`config.mk`:
```
export PLATFORM = sky130hd
export DESIGN_NAME = alu32_result_stage_flat
export DESIGN_NICKNAME = d
export VERILOG_FILES = /design/src/rtl/alu32_result_stage_if.sv /design/src/rtl/alu32_result_stage.sv /design/src/flat_wrapper.sv
export SDC_FILE = /design/constraint.sdc
export NUM_CORES = 1
export LEC_CHECK = 0
export ABC_AREA = 1
export BUFFER_PORTS_ARGS = -buffer_cell sky130_fd_sc_hd__clkbuf_2
export CAP_MARGIN = 20
export CORE_MARGIN = 3
export CORE_UTILIZATION = 34
export CTS_BUF_LIST = sky130_fd_sc_hd__clkbuf_16
export DETAILED_ROUTE_END_ITERATION = 7
export SYNTH_ARGS = -nofsm -noshare
export SYNTH_HDL_FRONTEND = slang
export SYNTH_SLANG_ARGS = --single-unit
```
`constraint.sdc`:
```
create_clock -name CLK -period 4.2 [get_ports CLK]
set_input_delay 0.42 -clock CLK [delete_from_list [all_inputs] [get_ports CLK]]
set_output_delay 0.42 -clock CLK [all_outputs]
set_load 0.05 [all_outputs]
```
`src/rtl/alu32_result_stage_if.sv`:
```
// Handshake bundle between the ALU, the result stage and the result consumer.
// A transfer happens on a rising CLK where valid && ready; the sender holds valid and payload steady until then.
interface alu32_result_stage_if;
   logic        In_valid;
   logic        In_ready;
   logic [31:0] X;
   logic        C_out;
   logic [2:0]  Mode;
   logic        Out_valid;
   logic        Out_ready;
   logic [31:0] Out_X;
   logic [2:0]  Out_mode;
   logic [3:0]  Out_flags;

   modport master (
      output In_valid, X, C_out, Mode, Out_ready,
      input  In_ready, Out_valid, Out_X, Out_mode, Out_flags
   );

   modport slave (
      input  In_valid, X, C_out, Mode, Out_ready,
      output In_ready, Out_valid, Out_X, Out_mode, Out_flags
   );
endinterface

```
`src/rtl/alu32_result_stage.sv`:
```
// ALU result stage: captures {X, Mode, flags} into a small FIFO and counts carry-out events.
// In_ready depends only on registered state, so a stalled consumer never loops back into the ALU.
module alu32_result_stage #(
   parameter int DEPTH = 2,
   parameter int CNT_W = 8
) (
   input  logic                    CLK,
   input  logic                    RST_n,
   alu32_result_stage_if.slave     bus,
   input  logic                    Clr_cnt,
   output logic [$clog2(DEPTH):0]  Level,
   output logic [CNT_W-1:0]        Carry_cnt
);
   localparam int AW = $clog2(DEPTH);
   localparam int LW = AW + 1;
   localparam logic [LW-1:0]    FULL_LEVEL = LW'(DEPTH);
   localparam logic [CNT_W-1:0] CNT_MAX    = '1;

   logic [31:0]      mem_x     [DEPTH];
   logic [2:0]       mem_mode  [DEPTH];
   logic [3:0]       mem_flags [DEPTH];
   logic [AW-1:0]    wr_ptr_q;
   logic [AW-1:0]    rd_ptr_q;
   logic [LW-1:0]    level_q;
   logic [CNT_W-1:0] carry_cnt_q;
   logic             in_ready;
   logic             out_valid;
   logic             push;
   logic             pop;
   logic [3:0]       in_flags;

   assign in_ready  = (level_q != FULL_LEVEL);
   assign out_valid = (level_q != '0);
   assign push      = bus.In_valid && in_ready;
   assign pop       = out_valid && bus.Out_ready;

   // Flags {C, Z, N, P}, P = 1 for an odd number of ones in X.
   assign in_flags = {bus.C_out, (bus.X == 32'd0), bus.X[31], ^bus.X};

   // Storage needs no reset: the read side is masked to zero whenever Level is 0.
   always_ff @(posedge CLK) begin
      if (RST_n && push) begin
         mem_x[wr_ptr_q]     <= bus.X;
         mem_mode[wr_ptr_q]  <= bus.Mode;
         mem_flags[wr_ptr_q] <= in_flags;
      end
   end

   always_ff @(posedge CLK) begin
      if (!RST_n) begin
         wr_ptr_q <= '0;
         rd_ptr_q <= '0;
         level_q  <= '0;
      end else begin
         if (push) wr_ptr_q <= wr_ptr_q + AW'(1);
         if (pop)  rd_ptr_q <= rd_ptr_q + AW'(1);
         if (push && !pop)      level_q <= level_q + LW'(1);
         else if (pop && !push) level_q <= level_q - LW'(1);
      end
   end

   // Clear wins over a simultaneous carry push.
   always_ff @(posedge CLK) begin
      if (!RST_n || Clr_cnt) begin
         carry_cnt_q <= '0;
      end else if (push && bus.C_out && (carry_cnt_q != CNT_MAX)) begin
         carry_cnt_q <= carry_cnt_q + CNT_W'(1);
      end
   end

   always_comb begin
      bus.Out_X     = 32'd0;
      bus.Out_mode  = 3'd0;
      bus.Out_flags = 4'd0;
      if (out_valid) begin
         bus.Out_X     = mem_x[rd_ptr_q];
         bus.Out_mode  = mem_mode[rd_ptr_q];
         bus.Out_flags = mem_flags[rd_ptr_q];
      end
   end

   assign bus.In_ready  = in_ready;
   assign bus.Out_valid = out_valid;
   assign Level         = level_q;
   assign Carry_cnt     = carry_cnt_q;
endmodule

```
`src/flat_wrapper.sv`:
```
// flat-port wrapper written by rule: the top's interface ports become plain ports
module alu32_result_stage_flat 
#(
   parameter int DEPTH = 2,
   parameter int CNT_W = 8
)
  (CLK, RST_n, Clr_cnt, Level, Carry_cnt, bus_In_valid, bus_X, bus_C_out, bus_Mode, bus_Out_ready, bus_In_ready, bus_Out_valid, bus_Out_X, bus_Out_mode, bus_Out_flags);
  alu32_result_stage_if bus_i ();
  input  logic CLK;
  input  logic RST_n;
  input  logic Clr_cnt;
  output logic [$clog2(DEPTH):0] Level;
  output logic [CNT_W-1:0] Carry_cnt;
  input wire logic [$bits(bus_i.In_valid)-1:0] bus_In_valid;
  input wire logic [$bits(bus_i.X)-1:0] bus_X;
  input wire logic [$bits(bus_i.C_out)-1:0] bus_C_out;
  input wire logic [$bits(bus_i.Mode)-1:0] bus_Mode;
  input wire logic [$bits(bus_i.Out_ready)-1:0] bus_Out_ready;
  output wire logic [$bits(bus_i.In_ready)-1:0] bus_In_ready;
  output wire logic [$bits(bus_i.Out_valid)-1:0] bus_Out_valid;
  output wire logic [$bits(bus_i.Out_X)-1:0] bus_Out_X;
  output wire logic [$bits(bus_i.Out_mode)-1:0] bus_Out_mode;
  output wire logic [$bits(bus_i.Out_flags)-1:0] bus_Out_flags;
  assign bus_i.In_valid = bus_In_valid;
  assign bus_i.X = bus_X;
  assign bus_i.C_out = bus_C_out;
  assign bus_i.Mode = bus_Mode;
  assign bus_i.Out_ready = bus_Out_ready;
  assign bus_In_ready = bus_i.In_ready;
  assign bus_Out_valid = bus_i.Out_valid;
  assign bus_Out_X = bus_i.Out_X;
  assign bus_Out_mode = bus_i.Out_mode;
  assign bus_Out_flags = bus_i.Out_flags;
  alu32_result_stage #(.DEPTH(DEPTH), .CNT_W(CNT_W)) u_core (.CLK(CLK), .RST_n(RST_n), .bus(bus_i), .Clr_cnt(Clr_cnt), .Level(Level), .Carry_cnt(Carry_cnt));
endmodule
```
==> qor.csv, run 1 <==
metric,value,unit
status,"finished, final reports clean",
end_kind,output port,
tightest_slew,912,ps
yosysTopAreaCellShare,0.540,
synth_seq_cells,89,
leakage,2.34,nW
postSynthAreaPerCell,9.74,sq um
drt_iter0_drc,129,
worst_path_largest_cell_delay,730,ps
p_per_area,648,nW/um^2
min_to,u_core.mem_mode[1][2]$_DFFE_PP_,
relSlewSlack,0.390,
power_frac_clock,0.225,
cts_buffers,9,
syn_area,4230,sq um
vias,3113,
crit_required,3780,ps
drv_cap,0,
maxSlewViolCount,0,
grt_usage,0.134,
r2r_end,u_core.Level[1]$_SDFFE_PN0P_,
hold_path.class,in2reg,
hold_viol_final,0,
grt_pass1_wl,15000,microns
core_area,12100,sq um
setup_slack,1890,ps
final_common_cell,nand2_1,
switchingPower,1.54,mW
diodes,0,
period_share,0.549,
vdd_ir_drop_max,0.192,mV
cts.path.max_buffers,2,
cp.buffers_inverters,1,
antenna_found_initial,0,
die_h,117,microns
synth.distinct_cells,28,
viasPerCell,4.45,
rsz0062_at_grt,no,
drive_above_1_share,0.237,
insertion_delay,330,ps
regArea,2540,sq um
cts_root_buf,clkbuf_16,
cp-start-kind,flop,
clkSlewWorstSetupHoldPaths,60,ps
multi_input_area,1420,sq um
p_int,1.81,mW
port_buffers,91,
timing.fmax,433,MHz
cp_cell_sequence,"nor2_4, a21oi_1, clkbuf_2",
period_needed,2310,ps
yosysSeqAreaShare,0.602,
share_comb_of_total_power,0.454,
finalSetupViolCount,0,
swShare,0.460,
synth_nets,493,
synth_cells,434,
post-cts-setup-buffer-count,0,
fin_nets,587,
grt_overflow,0,
yosys.area.top_type,edfxtp_1,
hpwl,6430,microns
path_delay_family,simple AND/OR/NAND/NOR gates,
htree_levels,3,
rrSetupSlack,2020,ps
worstPathArrival,1890,ps
dieWidth,117,microns
layout_common_cells,"144 x nand2_1, 91 x clkbuf_2, 76 x edfxtp_1, 56 x inv_1, 44 x a21oi_1",
grt_pass1_vias,3081,
dpl-instance-area,4880,sq um
cts_sinks,89,
grt_max_degree,40,
p_seq_frac,0.322,
drcViolationCount,0,
dp_slack,1990,ps
cts_tree,done,
routabilityCongestion,0.798,
n_fill_cell,1175,
path_class,reg2out,
slowest_stage,nor2_4,
design_area,5180,sq um
io_pins,92,
wl_per_cell,12.7,microns
clock_skew,3.37,ps
rows,40,
timing.rr.start,u_core.Level[1]$_SDFFE_PN0P_,
rr_worst_depth,8,
first_pass_iters,5,
wl,8860,microns
area_growth,22.6,%
start_util,0.350,
die_area,13800,sq um
holdCritStartpoint,bus_Mode[2],
holdPathStages,1,
yosysWarnings,0,
finalSetupTns,0,ps
postRouteAntennaNets,0,
synth.area.top_cells,"edfxtp_1 54%, nand2_1 13%, dfxtp_1 6.2%",
cts_hold_buf,0,
cp_max_fo,39,
cts-resized-gates,0,
synth_stat cells (all sizes together):
master,n
a31oi,3
nand3,3
nor3,1
xnor2,5
inv,56
nor4,1
a21oi,44
o21ai,6
dfxtp,13
xor2,5
nor2,30
nand2,149
buf,11
clkbuf,2
edfxtp,76
nand4,9
ha,18
clkinv,2
stage by stage:
stage	cells	utilization	power, mW	hold slack, ps
2_1_floorplan	434	-	2.29	444
3_3_place_gp	684	0.404	2.62	454
3_5_place_dp	684	0.404	2.64	461
4_1_cts	699	0.427	3.40	266
5_1_grt	700	0.430	3.55	264
6_report	700	0.430	3.36	279
cells by family (layout without fill, tap and decap cells):
logic type               after synthesis  in the layout  synth area share
AND/OR/NAND/NOR                      193            193             0.194
adder cells (fa/ha/maj)               18             18            0.0533
flip-flops                            89             89             0.602
buffers and inverters                 71            169            0.0669
XOR/XNOR                              10             10            0.0207
AO/OA/AOI/OAI                         53             53            0.0636
final cells by class:
cell class	instances	share of cell area
well taps	168	0.0406
inverters	58	0.0422
clock inverters	6	0.0101
multi-input cells	274	0.274
flip-flops and latches	89	0.490
repair buffers	96	0.0990
clock buffers	9	0.0434
power by group through the flow:
| stage | Sequential (mW) | Clock (mW) | Combinational, mW |
|---|---|---|---|
| 4_1_cts | 1.08 | 0.773 | 1.54 |
| 2_1_floorplan | 1.13 | 0 | 1.16 |
| 5_1_grt | 1.09 | 0.814 | 1.65 |
| 3_5_place_dp | 1.10 | 0 | 1.54 |
| 3_3_place_gp | 1.10 | 0 | 1.52 |
| 6_report | 1.08 | 0.755 | 1.52 |
worst max path at each step:
stage | startpoint | endpoint | cells after the start | slack [ps]
global placement | u_core.Level[1]$_SDFFE_PN0P_ | u_core.Level[1]$_SDFFE_PN0P_ | 8 | 2000
detailed placement | u_core.Level[1]$_SDFFE_PN0P_ | u_core.Level[1]$_SDFFE_PN0P_ | 8 | 1990
finish | u_core.Level[1]$_SDFFE_PN0P_ | bus_Out_flags[0] | 3 | 1890
global route | u_core.Level[1]$_SDFFE_PN0P_ | bus_Out_mode[2] | 3 | 1690
floorplan | u_core.Level[0]$_SDFFE_PN0P_ | u_core.mem_flags[1][0]$_DFFE_PP_ | 4 | 40
CTS | u_core.Level[1]$_SDFFE_PN0P_ | bus_Out_mode[2] | 3 | 1830
routing by layer:
| layer | up-vias | GRT usage | share of wire | routed length [microns] |
|---|---|---|---|---|
| met2 | 57 | 0.230 | 0.49 | 4340 |
| met3 | 8 | 0.0466 | 0.062 | 551 |
| met1 | 1438 | 0.157 | 0.44 | 3880 |
| met4 | 0 | 0.0484 | 0.011 | 97 |
| met5 | - | 0 | 0 | 0 |
| li1 | 1610 | - | - | - |
sequential cells by signal, summed over array words and instances (netlist names), named ones only:
| register | count |
|---|---|
| u_core.Carry_cnt | 8 |
| u_core.Level | 2 |
| u_core.mem_flags | 8 |
| u_core.mem_mode | 6 |
| u_core.mem_x | 62 |
| u_core.rd_ptr_q | 1 |
| u_core.wr_ptr_q | 1 |
worst register-to-register path: stages, from the launching register on:
cell and delay [ps]:
dfxtp_1 370, nor2_4 730, inv_1 140, nand2_1 140, ha_1 260, a21oi_1 110
o21ai_0 110, o21ai_0 150, a21oi_1 50
Power figures use the tool's default switching activity.
==> run 2, diff against run 1 <==
- clock period: 4.2 -> 1.95 ns (I/O delays scaled with it)
==> run 2 against run 1 <==
  * Critical path depth increased by 1
  * Largest cell class unchanged
  * Largest power group unchanged
  * Final area increased by 2.7%
  * Critical path type unchanged
  * Global-route usage increased by 0.94 points
  * Worst hold slack got worse by 230 ps
  * Sequential power increased by 120%
  * Worst setup slack got worse by 1700 ps
  * Sequential share of layout area decreased by 1.2 points
  * Non-clock buffer count increased by 4
  * Die area unchanged
  * Flip-flop and latch count unchanged
  * Cell count increased by 0.71%
  * Register-to-register slack got worse by 1700 ps
==> qor.csv, run 2 (synthesis results as in run 1) <==
metric,value,unit,change
insertion_delay,350,ps,+20 ps
cts.path.max_buffers,2,,unchanged
grt_pass1_vias,3274,,+6.3%
diodes,0,,unchanged
holdPathStages,1,,unchanged
cp.buffers_inverters,2,,+1
status,"finished, final reports clean",,
antenna_found_initial,0,,unchanged
whs,44.4,ps,-235 ps
finalSetupViolCount,0,,unchanged
p_per_area,1420,nW/um^2,+120%
rsz0062_at_grt,no,,
first_pass_iters,4,,-1
rows,40,,unchanged
grt_usage,0.144,,+0.00942
dp_cells,689,,+0.73%
dieWidth,117,microns,unchanged
crit_required,1750,ps,-2030 ps
wl_per_cell,13.3,microns,+5.0%
start_util,0.350,,unchanged
viasPerCell,4.46,,+0.31%
die_area,13800,sq um,unchanged
cp_max_fo,23,,-41%
worst_path_largest_cell_delay,360,ps,-370 ps
hold_path.class,in2reg,,
rrSetupSlack,320,ps,-1700 ps
period_share,0.924,,
min_to,u_core.mem_mode[0][2]$_DFFE_PP_,,
power,7.54,mW,+120%
slowest_stage,dfxtp_1,,
clock_skew,7.35,ps,+3.98 ps
holdCritStartpoint,bus_Mode[2],,
period_needed,1800,ps,
cts_hold_buf,0,,unchanged
drcViolationCount,0,,unchanged
area_growth,26.0,%,
die_h,117,microns,unchanged
timing.rr.start,u_core.Level[0]$_SDFFE_PN0P_,,
r2r_end,u_core.Level[1]$_SDFFE_PN0P_,,
hpwl,6850,microns,+6.5%
postRouteAntennaNets,0,,unchanged
routabilityCongestion,0.711,,-11%
maxSlewViolCount,0,,unchanged
cts_buffers,9,,unchanged
cts_root_buf,clkbuf_16,,
worstPathArrival,1610,ps,-280 ps
design_area,5330,sq um,+2.7%
tightest_slew,493,ps,-419 ps
rr_worst_depth,9,,+1
cts_tree,done,,
vdd_ir_drop_max,0.477,mV,+150%
cp.depth,4,,+1
layoutNonFillerInstCount,705,,+0.71%
cp-start-kind,flop,,
post-cts-setup-buffer-count,0,,unchanged
hold_viol_final,0,,unchanged
drv_cap,0,,unchanged
clkSlewWorstSetupHoldPaths,60,ps,about the same
path_class,reg2out,,
drive_above_1_share,0.281,,+0.0443
top_register,u_core.mem_x,,
cp_cell_sequence,"buf_4, nand2_1, a21oi_4, clkbuf_2",,
grt_max_degree,39,,-2.5%
path_delay_family,buffers and inverters,,
grt_pass1_wl,15800,microns,+5.4%
layout_common_cells,"144 x nand2_1, 90 x clkbuf_2, 76 x edfxtp_1, 55 x inv_1, 24 x a21oi_1",,
core_area,12100,sq um,unchanged
grt_overflow,0,,unchanged
largest_register_ffs,62,,unchanged
fin_nets,591,,+0.68%
cts_sinks,89,,unchanged
end_kind,output port,,
leakage,2.35,nW,+0.84%
final_common_cell,nand2_1,,
io_pins,92,,unchanged
wl,9370,microns,+5.7%
relSlewSlack,0.670,,+0.280
vias,3145,,+1.0%
dpl-instance-area,5040,sq um,+3.4%
htree_levels,3,,unchanged
timing.fmax,555,MHz,
drt_iter0_drc,170,,+32%
port_buffers,91,,unchanged
[run 2: cell count changes in the layout (fill, tap and decap cells not counted), sizes merged]
cell,previous run,this run
clkbuf,100,99
buf,5,10
clkinv,5,6
[run 2: worst max path at each step]
stage                                       from                          endpoint  slack, ps
floorplan           u_core.Level[0]$_SDFFE_PN0P_  u_core.mem_flags[1][0]$_DFFE_PP_       -180
global placement                       bus_X[26]  u_core.mem_flags[0][0]$_DFFE_PP_        430
detailed placement  u_core.Level[0]$_SDFFE_PN0P_      u_core.Level[1]$_SDFFE_PN0P_        330
CTS                                         flop                  bus_Out_flags[1]        100
global route                                flop                      bus_Out_X[7]        0.3
finish                                      flop                  bus_Out_flags[1]        150
[run 2: area by class of cell]
class	count	area, sq um
Clock buffer	9	225
Clock inverter	7	53.8
Fill cell	1140	6740
Inverter	58	221
Multi-Input combinational cell	274	1530
Sequential cell	89	2550
Tap cell	168	210
Timing Repair Buffer	100	539
[run 2: repair_timing]
action / 4_1_cts / 5_1_grt
setup endpoints to repair: 0 / 3
endpoints found under the hold margin: 0 / 0
gates resized for setup: 0 / 2
[run 2: through the flow]
stage	utilization	setup TNS, ps	setup WS [ps]
6_report	0.441	0	148
5_1_grt	0.441	0	0.303
4_1_cts	0.441	0	97.9
3_5_place_dp	0.418	0	332
3_3_place_gp	0.418	0	428
2_1_floorplan	-	-6710	-177
[run 2: power breakdown]
part | leakage [nW] | total (mW) | internal [mW] | switching (mW)
Combinational | 1.41 | 3.54 | 0.785 | 2.75
Sequential | 0.803 | 2.35 | 2.27 | 0.0804
Clock | 0.144 | 1.65 | 0.967 | 0.683
Total | 2.35 | 7.54 | 4.02 | 3.52
[run 2: per-layer routing]
layer	GRT usage	vias up	routed length, microns
met4	0.0505	0	153
met2	0.241	69	4540
li1	-	1622	-
met1	0.174	1444	4200
met3	0.0481	10	477
met5	0	-	0
==> run 3, diff against run 2 <==
- CORE_UTILIZATION: 34 -> 49
- PLACE_DENSITY: unset -> 0.76
==> run 3 against run 2 <==
  * First-iteration DRC count fell by 29%
  * Sequential share of layout area up 0.17 points
  * Register-to-register slack better by 60 ps
  * Combinational power is essentially flat
  * Non-clock buffer count increased by 1
  * Critical path type unchanged
  * Critical path depth grew 1
  * Die area fell by 29%
  * Critical endpoint is now bus_Out_flags[3]
==> qor.csv, run 3 (synthesis results as in run 1) <==
metric,value,unit,change
slowest_stage,dfxtp_1,,
tightest_slew,560,ps,+67.0 ps
switchingPower,3.50,mW,-0.52%
dieWidth,98.9,microns,-16%
path_class,reg2out,,
vdd_ir_drop_max,0.808,mV,+69%
period_needed,1770,ps,-35.9 ps
grt_overflow,0,,unchanged
cts_tree,done,,
cts_sinks,89,,unchanged
rrSetupSlack,380,ps,+60 ps
viasPerCell,4.99,,+12%
fin_nets,592,,+0.17%
finalSetupViolCount,0,,unchanged
insertion_delay,340,ps,about the same
worstPathArrival,1570,ps,-40 ps
die_h,98.9,microns,-16%
post-cts-setup-buffer-count,0,,unchanged
grt_pass1_vias,3101,,-5.3%
area_growth,25.5,%,
period_share,0.906,,-0.0184
grt_max_degree,39,,unchanged
postRouteAntennaNets,0,,unchanged
rows,33,,-18%
htree_levels,3,,unchanged
wl,8930,microns,-4.7%
drt_iter0_drc,120,,-29%
whs,50.1,ps,+5.73 ps
leakage,2.38,nW,+1.1%
layout_common_cells,"144 x nand2_1, 91 x clkbuf_2, 76 x edfxtp_1, 54 x inv_1, 24 x a21oi_1",,
top_register,u_core.mem_x,,
power,7.81,mW,+3.7%
rsz0062_at_grt,no,,
worst_path_largest_cell_delay,340,ps,-20 ps
setup_slack,184,ps,+35.9 ps
first_pass_iters,4,,unchanged
cp_cell_sequence,"inv_1, buf_4, nand2_1, a21oi_1, clkbuf_2",,
p_per_area,1470,nW/um^2,+4.0%
wl_per_cell,13.9,microns,+4.5%
finish.utilization,0.639,,+0.198
hold_path.class,in2reg,,
timing.fmax,566,MHz,+2.0%
clkSlewWorstSetupHoldPaths,60,ps,about the same
p_int,4.31,mW,+7.3%
die_area,9780,sq um,-29%
grt_usage,0.191,,+0.0475
maxSlewViolCount,0,,unchanged
routabilityCongestion,0.845,,+19%
status,"finished, final reports clean",,
cts_root_buf,clkbuf_16,,
share_comb_of_total_power,0.454,,-0.016
cts-resized-gates,0,,unchanged
port_buffers,91,,unchanged
vias,3208,,+2.0%
start_util,0.509,,+0.159
core_area,8300,sq um,-31%
hpwl,6360,microns,-7.1%
relSlewSlack,0.625,,-0.0448
io_pins,92,,unchanged
p_seq_frac,0.301,,-0.010
cts_buffers,9,,unchanged
hold_viol_final,0,,unchanged
clock_skew,8.73,ps,+1.38 ps
dp_slack,312,ps,-19.8 ps
diodes,0,,unchanged
final_common_cell,nand2_1,,
antenna_found_initial,0,,unchanged
cp-start-kind,flop,,
drv_cap,0,,unchanged
crit_required,1750,ps,about the same
end_kind,output port,,
drive_above_1_share,0.288,,+0.00691
cp_max_fo,18,,-22%
power_frac_clock,0.245,,+0.026
cts.path.max_buffers,2,,unchanged
largest_register_ffs,62,,unchanged
cts_hold_buf,0,,unchanged
grt_pass1_wl,14600,microns,-7.7%
drcViolationCount,0,,unchanged
swShare,0.448,,-0.0189
[run 3: area by class of cell]
type                            instances  area (sq um)
Tap cell                              105           131
Clock buffer                            9           225
Fill cell                             682          2990
Multi-Input combinational cell        274          1530
Timing Repair Buffer                  101           543
Clock inverter                          7           110
Sequential cell                        89          2550
Inverter                               58           221
[run 3: through the flow]
stage               area, sq um  instances  setup TNS [ps]
finish                     5310        643               0
global route               5310        643               0
CTS                        5310        643               0
detailed placement         4970        627               0
global placement           4970        627               0
floorplan                  4350        434           -6710
[run 3: power by group through the flow]
stage	Sequential [mW]	Clock [mW]	Combinational [mW]
6_report	2.35	1.91	3.55
5_1_grt	2.37	2.03	3.79
4_1_cts	2.35	1.95	3.59
3_5_place_dp	2.39	0	3.57
3_3_place_gp	2.38	0	3.52
2_1_floorplan	2.44	0	2.68
[run 3: path summary, 6_finish.rpt]
kind	end	depth (start not counted)	startpoint
worst max-delay path	bus_Out_flags[3]	5	flop
worst min register to register	u_core.wr_ptr_q$_SDFFE_PN0P_	2	u_core.wr_ptr_q$_SDFFE_PN0P_
worst min-delay path	u_core.mem_mode[1][2]$_DFFE_PP_	1	bus_Mode[2]
worst max register to register	u_core.Level[1]$_SDFFE_PN0P_	9	u_core.Level[0]$_SDFFE_PN0P_
[run 3: critical path: cells and delay by family (launching register included)]
family / cells / cell delay (ps)
DFF: 1 / 340
buffers and inverters: 3 / 630
AOI/OAI and AO/OA: 1 / 180
and+or+nand+nor: 1 / 80
[run 3: layer usage]
| metal | vias to the layer above | track usage | part of all wire |
|---|---|---|---|
| met5 | - | 0 | 0 |
| met4 | 0 | 0.0662 | 0.014 |
| met3 | 14 | 0.0368 | 0.047 |
| met2 | 72 | 0.337 | 0.51 |
| met1 | 1501 | 0.235 | 0.43 |
| li1 | 1621 | - | - |
